$ cat config.mk
export PLATFORM = sky130hd
export DESIGN_NAME = fifo_prog
export DESIGN_NICKNAME = d
export VERILOG_FILES = /design/src/rtl/fifo_prog.sv
export SDC_FILE = /design/constraint.sdc
export NUM_CORES = 1
export LEC_CHECK = 0
export CAP_MARGIN = 30
export CORE_UTILIZATION = 45
export CTS_BUF_LIST = sky130_fd_sc_hd__clkbuf_4 sky130_fd_sc_hd__clkbuf_8
export DETAILED_ROUTE_END_ITERATION = 10
export GPL_ROUTABILITY_DRIVEN = 0
export SLEW_MARGIN = 20
export SYNTH_ARGS = -nofsm -noshare
export SYNTH_HDL_FRONTEND = slang
export SYNTH_SLANG_ARGS = --single-unit
$ cat constraint.sdc
create_clock -name clk -period 6.71 [get_ports clk]
set_input_delay 1.342 -clock clk [delete_from_list [all_inputs] [get_ports clk]]
set_output_delay 1.342 -clock clk [all_outputs]
set_load 0.01 [all_outputs]
$ cat src/rtl/fifo_prog.sv
// Single-clock FIFO with programmable almost-full/almost-empty levels, occupancy count and sticky errors.
// Define FIFO_FWFT_EN for first-word-fall-through reads; otherwise data_out is a registered read.
module fifo_prog #(
  parameter int DATA_WIDTH = 16,
  parameter int DEPTH      = 8,
  parameter int ADDR_WIDTH = 3
) (
  input  logic                  clk,
  input  logic                  reset,
  input  logic                  write_en,
  input  logic                  read_en,
  input  logic [DATA_WIDTH-1:0] data_in,
  input  logic [ADDR_WIDTH:0]   af_level,
  input  logic [ADDR_WIDTH:0]   ae_level,
  input  logic                  err_clr,
  output logic [DATA_WIDTH-1:0] data_out,
  output logic [ADDR_WIDTH:0]   count,
  output logic                  full,
  output logic                  empty,
  output logic                  almost_full,
  output logic                  almost_empty,
  output logic                  overflow,
  output logic                  underflow,
  output logic                  overflow_sticky,
  output logic                  underflow_sticky
);

  localparam logic [ADDR_WIDTH:0] DEPTH_C = (ADDR_WIDTH+1)'(DEPTH);
  localparam logic [ADDR_WIDTH:0] ONE_C   = (ADDR_WIDTH+1)'(1);

  logic [DATA_WIDTH-1:0] mem [DEPTH];

  logic [ADDR_WIDTH:0] wr_ptr_q, wr_ptr_d;
  logic [ADDR_WIDTH:0] rd_ptr_q, rd_ptr_d;
  logic [ADDR_WIDTH:0] count_q, count_d;
  logic                overflow_q, overflow_d;
  logic                underflow_q, underflow_d;
  logic                ovf_sticky_q, ovf_sticky_d;
  logic                udf_sticky_q, udf_sticky_d;
  logic                wr_acc, rd_acc;
  logic [DATA_WIDTH-1:0] head;

  assign head = mem[rd_ptr_q[ADDR_WIDTH-1:0]];

  // Status flags come straight from the registered count so they move on the accepting edge.
  always_comb begin
    full         = (count_q == DEPTH_C);
    empty        = (count_q == '0);
    almost_full  = (count_q >= af_level);
    almost_empty = (count_q <= ae_level);
  end

  always_comb begin
    rd_acc       = read_en && !empty;
    wr_acc       = write_en && (!full || rd_acc);
    wr_ptr_d     = wr_ptr_q;
    rd_ptr_d     = rd_ptr_q;
    count_d      = count_q;
    if (wr_acc) wr_ptr_d = wr_ptr_q + ONE_C;
    if (rd_acc) rd_ptr_d = rd_ptr_q + ONE_C;
    case ({wr_acc, rd_acc})
      2'b10:   count_d = count_q + ONE_C;
      2'b01:   count_d = count_q - ONE_C;
      default: count_d = count_q;
    endcase
    overflow_d   = write_en && !wr_acc;
    underflow_d  = read_en && !rd_acc;
    // A fresh error in the clearing cycle keeps the flag set.
    ovf_sticky_d = overflow_d || (ovf_sticky_q && !err_clr);
    udf_sticky_d = underflow_d || (udf_sticky_q && !err_clr);
  end

  always_ff @(posedge clk or posedge reset) begin
    if (reset) begin
      wr_ptr_q     <= '0;
      rd_ptr_q     <= '0;
      count_q      <= '0;
      overflow_q   <= 1'b0;
      underflow_q  <= 1'b0;
      ovf_sticky_q <= 1'b0;
      udf_sticky_q <= 1'b0;
    end else begin
      wr_ptr_q     <= wr_ptr_d;
      rd_ptr_q     <= rd_ptr_d;
      count_q      <= count_d;
      overflow_q   <= overflow_d;
      underflow_q  <= underflow_d;
      ovf_sticky_q <= ovf_sticky_d;
      udf_sticky_q <= udf_sticky_d;
    end
  end

  // Storage is deliberately left out of reset.
  always_ff @(posedge clk) begin
    if (wr_acc) mem[wr_ptr_q[ADDR_WIDTH-1:0]] <= data_in;
  end

`ifdef FIFO_FWFT_EN
  assign data_out = empty ? '0 : head;
`else
  logic [DATA_WIDTH-1:0] dout_q, dout_d;

  always_comb begin
    dout_d = dout_q;
    if (rd_acc) dout_d = head;
  end

  always_ff @(posedge clk or posedge reset) begin
    if (reset) dout_q <= '0;
    else       dout_q <= dout_d;
  end

  assign data_out = dout_q;
`endif

  assign count            = count_q;
  assign overflow         = overflow_q;
  assign underflow        = underflow_q;
  assign overflow_sticky  = ovf_sticky_q;
  assign underflow_sticky = udf_sticky_q;

endmodule

==> results_dict.tcl, run 1 <==
set metrics [dict create \
    area.growth.synth_to_final_pct 19.1 \
    dieWidth_um 122 \
    design_area_um2 7650 \
    antenna_found_initial 0 \
    nets 502 \
    syn_inst 388 \
    worst_setup_path_start_kind "input pin" \
    clkTransAtPathRegs_ns 0.08 \
    worstPathRequired_ns 5.37 \
    skew_ns 0.00603 \
    hp-class "reg2reg" \
    place_area_um2 7230 \
    clock_path_buffers 2 \
    status "completed" \
    max_cap_viol_count 0 \
    slew_violations 0 \
    row_count 43 \
    timing.final.crit_period_ns 4.61 \
    synth_top_area_share 0.598 \
    ant_nets 0 \
    grt_pass1_wl_um 18300 \
    critPathArrivalTime_ns 3.26 \
    dp.cells 615 \
    finalSetupViolCount 0 \
    syn_nets 430 \
    postCtsHoldBufs 0 \
    cts_buffers 17 \
    rsz0062_at_grt "false" \
    wl_per_cell_um 18.4 \
    first_iter_violations 146 \
    grt_pass1_vias 3341 \
    p_leak_nw 2.82 \
    ys_warn_count 0 \
    hold_viol_final 0 \
    synth_area_per_cell_um2 16.6 \
    ys_seq_area_frac 0.715 \
    fin_crit_sh 0.686 \
    worst-setup-path-type "in2out" \
    via_per_inst 5.25 \
    grt.total_usage 0.175 \
    drive_gt1_frac 0.197 \
    place_hpwl_um 7020 \
    fmax_mhz 217 \
    cts_root_buffer "clkbuf_8" \
    ios 57 \
    synth_area_um2 6430 \
    fillers 1118 \
    insertion_delay_ns 0.45 \
    ys_ff_latch 158 \
    start_util 0.461 \
    peakVddDrop_mv 0.155 \
    cts_resized 0 \
    cts_tree "done" \
    synth_top_cells_by_area "edfxtp_1 60%, dfrtp_1 12%, mux2_2 6.0%, mux2i_1 5.3%, a221o_1 2.5%" \
    yosys.area.top_type "edfxtp_1" \
    tightest_slew_ns 0.967 \
    dr.pass1.iters 4 \
    grt-ovfl-total 0 \
    p_per_area_nw_per_um2 407 \
    endpoint_kind "output port" \
    io_buffers 56 \
    instances_no_fill 653 \
    htree_levels 4 \
    cts_sinks 158 \
    grt_start_max_net_pins 67 \
    fin_tns_setup_ns 0 \
    cts_setup_buffers 0 \
    cp_max_fo 2 \
    drc 0 \
    dieHeight_um 122 \
    num_vias 3429 \
    antenna_cells 0 \
    core-area_um2 13900 \
    wirelength_um 12000 \
    slew_headroom 0.353 \
    fp.dieArea_um2 14800 \
    synthDistinctLibCells 37 \
]
[power by group]
part / internal (W) / switching, W
Clock: 0.000289 / 0.000344
Combinational: 0.000549 / 0.000550
Sequential: 0.00127 / 0.000115
Total: 0.00210 / 0.00101
[kinds of logic (layout without fill, tap and decap cells)]
family                   after synthesis  after routing  synth area share
XOR/XNOR                               8              8            0.0109
multiplexers                          69             69             0.115
flip-flops                           158            158             0.715
adder cells (fa/ha/maj)               13             13            0.0265
buffers and inverters                 33            118            0.0251
AND/OR/NAND/NOR                       44             44            0.0327
AO/OA/AOI/OAI                         63             63            0.0753
[per-stage QoR]
stage	setup slack, ns	util	hold slack, ns	power, W
3_5_place_dp	2.09	0.519	0.471	0.00249
2_1_floorplan	3.01	-	0.503	0.00209
5_1_grt	1.95	0.549	0.518	0.00330
3_3_place_gp	2.11	0.519	0.462	0.00246
6_report	2.10	0.549	0.479	0.00311
4_1_cts	2.09	0.544	0.490	0.00312
[registers in the layout, indices dropped and copies added, names as in the netlist]
signal,count
mem,128
data_out,16
count,4
rd_ptr_q,3
wr_ptr_q,3
overflow,1
overflow_sticky,1
underflow,1
underflow_sticky,1
[cell usage after synthesis]
cell / n
edfxtp_1: 128
mux2_2: 34
mux2i_1: 34
dfrtp_1: 30
nand2_1: 18
a221o_1: 16
o22ai_1: 16
inv_1: 14
o21ai_0: 14
ha_1: 12
nor2_1: 8
clkbuf_1: 7
a21o_1: 6
buf_2: 6
buf_4: 4
nand2b_1: 4
nor3_1: 4
xnor2_1: 4
xor2_1: 4
o21ai_1: 3
buf_6: 2
nor2b_1: 2
nor4_1: 2
o211ai_1: 2
o21a_1: 2
a21oi_1: 1
a311oi_2: 1
and2_1: 1
fa_1: 1
mux2_4: 1
nand4_1: 1
nor3b_1: 1
o21ai_4: 1
o41ai_4: 1
or2_2: 1
or3_1: 1
or4b_1: 1
[worst paths after layout]
check	end	slack, ns	cells past startpoint	start
max	almost_empty	2.10	8	ae_level[1]
min in group asynchronous	data_out[2]$_DFFE_PP0P_	1.31	3	reset
max reg2reg	count[3]$_DFFE_PP0P_	4.07	9	count[1]$_DFFE_PP0P_
max in group asynchronous	rd_ptr_q[0]$_DFFE_PP0P_	5.07	3	reset
min	data_out[15]$_DFFE_PP0P_	0.48	2	data_out[15]$_DFFE_PP0P_
min reg2reg	data_out[15]$_DFFE_PP0P_	0.48	2	data_out[15]$_DFFE_PP0P_
[placed cells by master, fill, tap and decap left out, types with 2 or more instances in the layout]
cell and count:
a21o_1 6, a221o_1 16, buf_4 13, buf_8 2, clkbuf_8 17, clkdlybuf4s50_1 56, clkinv_1 2, clkinv_2 4
clkinv_4 3, clkinvlp_4 4, dfrtp_1 29, edfxtp_1 128, ha_1 12, inv_1 14, mux2_2 34, mux2i_1 34
nand2_1 18, nand2b_1 4, nor2_1 7, nor3_2 2, nor3_4 2, o211ai_1 2, o21a_1 2, o21ai_0 14
o21ai_1 3, o22ai_1 16, xnor2_1 4, xor2_1 4
[per-layer routing]
metal,GRT usage,up-vias,wire [µm]
li1,-,1641,-
met1,0.226,1710,5510
met2,0.284,65,5870
met3,0.0418,13,423
met4,0.0694,0,179
met5,0,-,0
[worst max-delay path: stages]
cell,delay [ns]
clkdlybuf4s50_1,0.45
inv_1,0.04
ha_1,0.29
nor2b_1,0.13
o21a_1,0.16
o21a_1,0.15
o21ai_0,0.13
clkdlybuf4s50_1,0.56
[area by class of cell]
type / count / area (µm²) / area share
inverters: 14 / 52.6 / 0.00686
clock buffers: 17 / 234 / 0.0306
well taps: 180 / 225 / 0.0294
flip-flops and latches: 158 / 4600 / 0.600
multi-input cells: 197 / 1720 / 0.224
repair buffers: 72 / 708 / 0.0925
clock inverters: 15 / 123 / 0.0160
Note: power is estimated with default switching activity, not from simulation.
==> run 2, diff against run 1 <==
==> constraint.sdc (replaced) <==
create_clock -name clk -period 4.53 [get_ports clk]
set_input_delay 0.906 -clock clk [delete_from_list [all_inputs] [get_ports clk]]
set_output_delay 0.906 -clock clk [all_outputs]
set_load 0.01 [all_outputs]
==> run 2 against run 1 <==
Clock skew up 0.0030 ns. Sequential power up 51%. Register-to-register slack worse by 1.8 ns. Final cell count up 0.15%. Clock-buffer cell count up 3. Combinational power up 42%. Via count up 0.55%. Die area unchanged.
==> results_dict.tcl, run 2 (synthesis gave the netlist of run 1 again) <==
set metrics [dict create \
    hold_viol_final 0 \
    slew_headroom 0.363 \
    p_leak_nw 2.84 \
    cts_buffers 17 \
    via_per_inst 5.27 \
    htree_levels 4 \
    fmax_mhz 267 \
    rsz0062_at_grt "false" \
    design_area_um2 7660 \
    cts_root_buffer "clkbuf_8" \
    endpoint_kind "output port" \
    timing.rr.start "count[1]$_DFFE_PP0P_" \
    place_area_um2 7270 \
    layout_commonest_cell "edfxtp_1" \
    fillers 1101 \
    worstPathRequired_ns 3.62 \
    area.growth.synth_to_final_pct 19.2 \
    grt.total_usage 0.184 \
    num_vias 3448 \
    grt_pass1_wl_um 19200 \
    slew_violations 0 \
    peakVddDrop_mv 0.291 \
    cts_setup_buffers 0 \
    finalSetupViolCount 0 \
    cp_max_fo 2 \
    tightest_slew_ns 0.954 \
    first_iter_violations 184 \
    critPathArrivalTime_ns 2.84 \
    cts_resized 0 \
    hp-class "reg2reg" \
    max_cap_viol_count 0 \
    cts_sinks 158 \
    wirelength_um 12200 \
    insertion_delay_ns 0.44 \
    antenna_found_initial 0 \
    postCtsHoldBufs 0 \
    grt-ovfl-total 0 \
    antenna_cells 0 \
    skew_ns 0.00907 \
    fp.dieArea_um2 14800 \
    clkTransAtPathRegs_ns 0.07 \
    drc 0 \
    min_from "data_out[2]$_DFFE_PP0P_" \
    p_per_area_nw_per_um2 608 \
    timing.final.crit_period_ns 3.75 \
    nets 503 \
    postLayoutSetupSlackWorst_ns 0.782 \
    fin_tns_setup_ns 0 \
    wl_per_cell_um 18.7 \
    ios 57 \
    mostFrequentLayoutCells "128 x edfxtp_1, 56 x clkdlybuf4s50_1, 34 x mux2i_1, 34 x mux2_2, 29 x dfrtp_1" \
    worst_setup_path_start_kind "input pin" \
    place_hpwl_um 7180 \
    grt_pass1_vias 3442 \
    cts_tree "done" \
    dr.pass1.iters 4 \
    ant_nets 0 \
    largest_reg_flops 128 \
    clock_path_buffers 2 \
    crit_start "ae_level[1]" \
    post-place-ws_ns 0.758 \
    dieWidth_um 122 \
    core-area_um2 13900 \
    row_count 43 \
    io_buffers 56 \
    grt_start_max_net_pins 37 \
    status "completed" \
    fin_crit_sh 0.827 \
    dieHeight_um 122 \
    drive_gt1_frac 0.196 \
    start_util 0.461 \
    worst-setup-path-type "in2out" \
]
-- run 2: changes by cell type in the layout (fill, tap and decap cells not counted), moves of 2 or more --
cell,delta
nor3_2,+2
clkinvlp_4,-3
clkbuf_4,+2
nor3_4,-2
buf_4,+2
clkinv_2,-2
clkinv_1,+2
buf_8,-2
-- run 2: critical path: stages --
cell and delay (ns):
clkdlybuf4s50_1 0.46, inv_1 0.04, ha_1 0.29, nor2b_1 0.13
o21a_1 0.16, o21a_1 0.16, o21ai_0 0.13, clkdlybuf4s50_1 0.56
-- run 2: layout make-up --
type                    count  area (µm²)  share of cell area
repair buffers             73         704              0.0919
well taps                 180         225              0.0294
flip-flops and latches    158        4600               0.600
multi-input cells         197        1700               0.222
clock buffers              20         263              0.0343
inverters                  14        52.6             0.00686
clock inverters            12         119              0.0155
-- run 2: path summary, 6_finish.rpt --
path | to | slack [ns] | cells after the start
worst min register to register | data_out[2]$_DFFE_PP0P_ | 0.48 | 2
worst max-delay path | almost_empty | 0.78 | 8
worst max register to register | mem[7][9]$_DFFE_PP_ | 2.30 | 4
worst min-delay path | data_out[2]$_DFFE_PP0P_ | 0.48 | 2
max in group asynchronous | rd_ptr_q[0]$_DFFE_PP0P_ | 3.13 | 3
min in group asynchronous | data_out[15]$_DFFE_PP0P_ | 0.86 | 2
-- run 2: power breakdown --
part	switching, W	total, W	internal, W
logic	0.000763	0.00156	0.000802
registers	0.000217	0.00209	0.00188
clock network	0.000493	0.00100	0.000510
-- run 2: layer usage --
metal / up-vias / global-route usage / part of all wire
li1: 1642 / - / -
met1: 1723 / 0.249 / 0.46
met2: 66 / 0.288 / 0.48
met3: 17 / 0.0399 / 0.033
met4: 0 / 0.0772 / 0.018
met5: - / 0 / 0
-- run 2: stage by stage --
step / std cells / util / power [W] / hold slack (ns)
finish: 654 / 0.550 / 0.00466 / 0.483
global route: 654 / 0.550 / 0.00493 / 0.510
CTS: 653 / 0.549 / 0.00472 / 0.485
detailed placement: 621 / 0.522 / 0.00371 / 0.468
global placement: 620 / 0.520 / 0.00365 / 0.462
floorplan: 388 / - / 0.00310 / 0.503
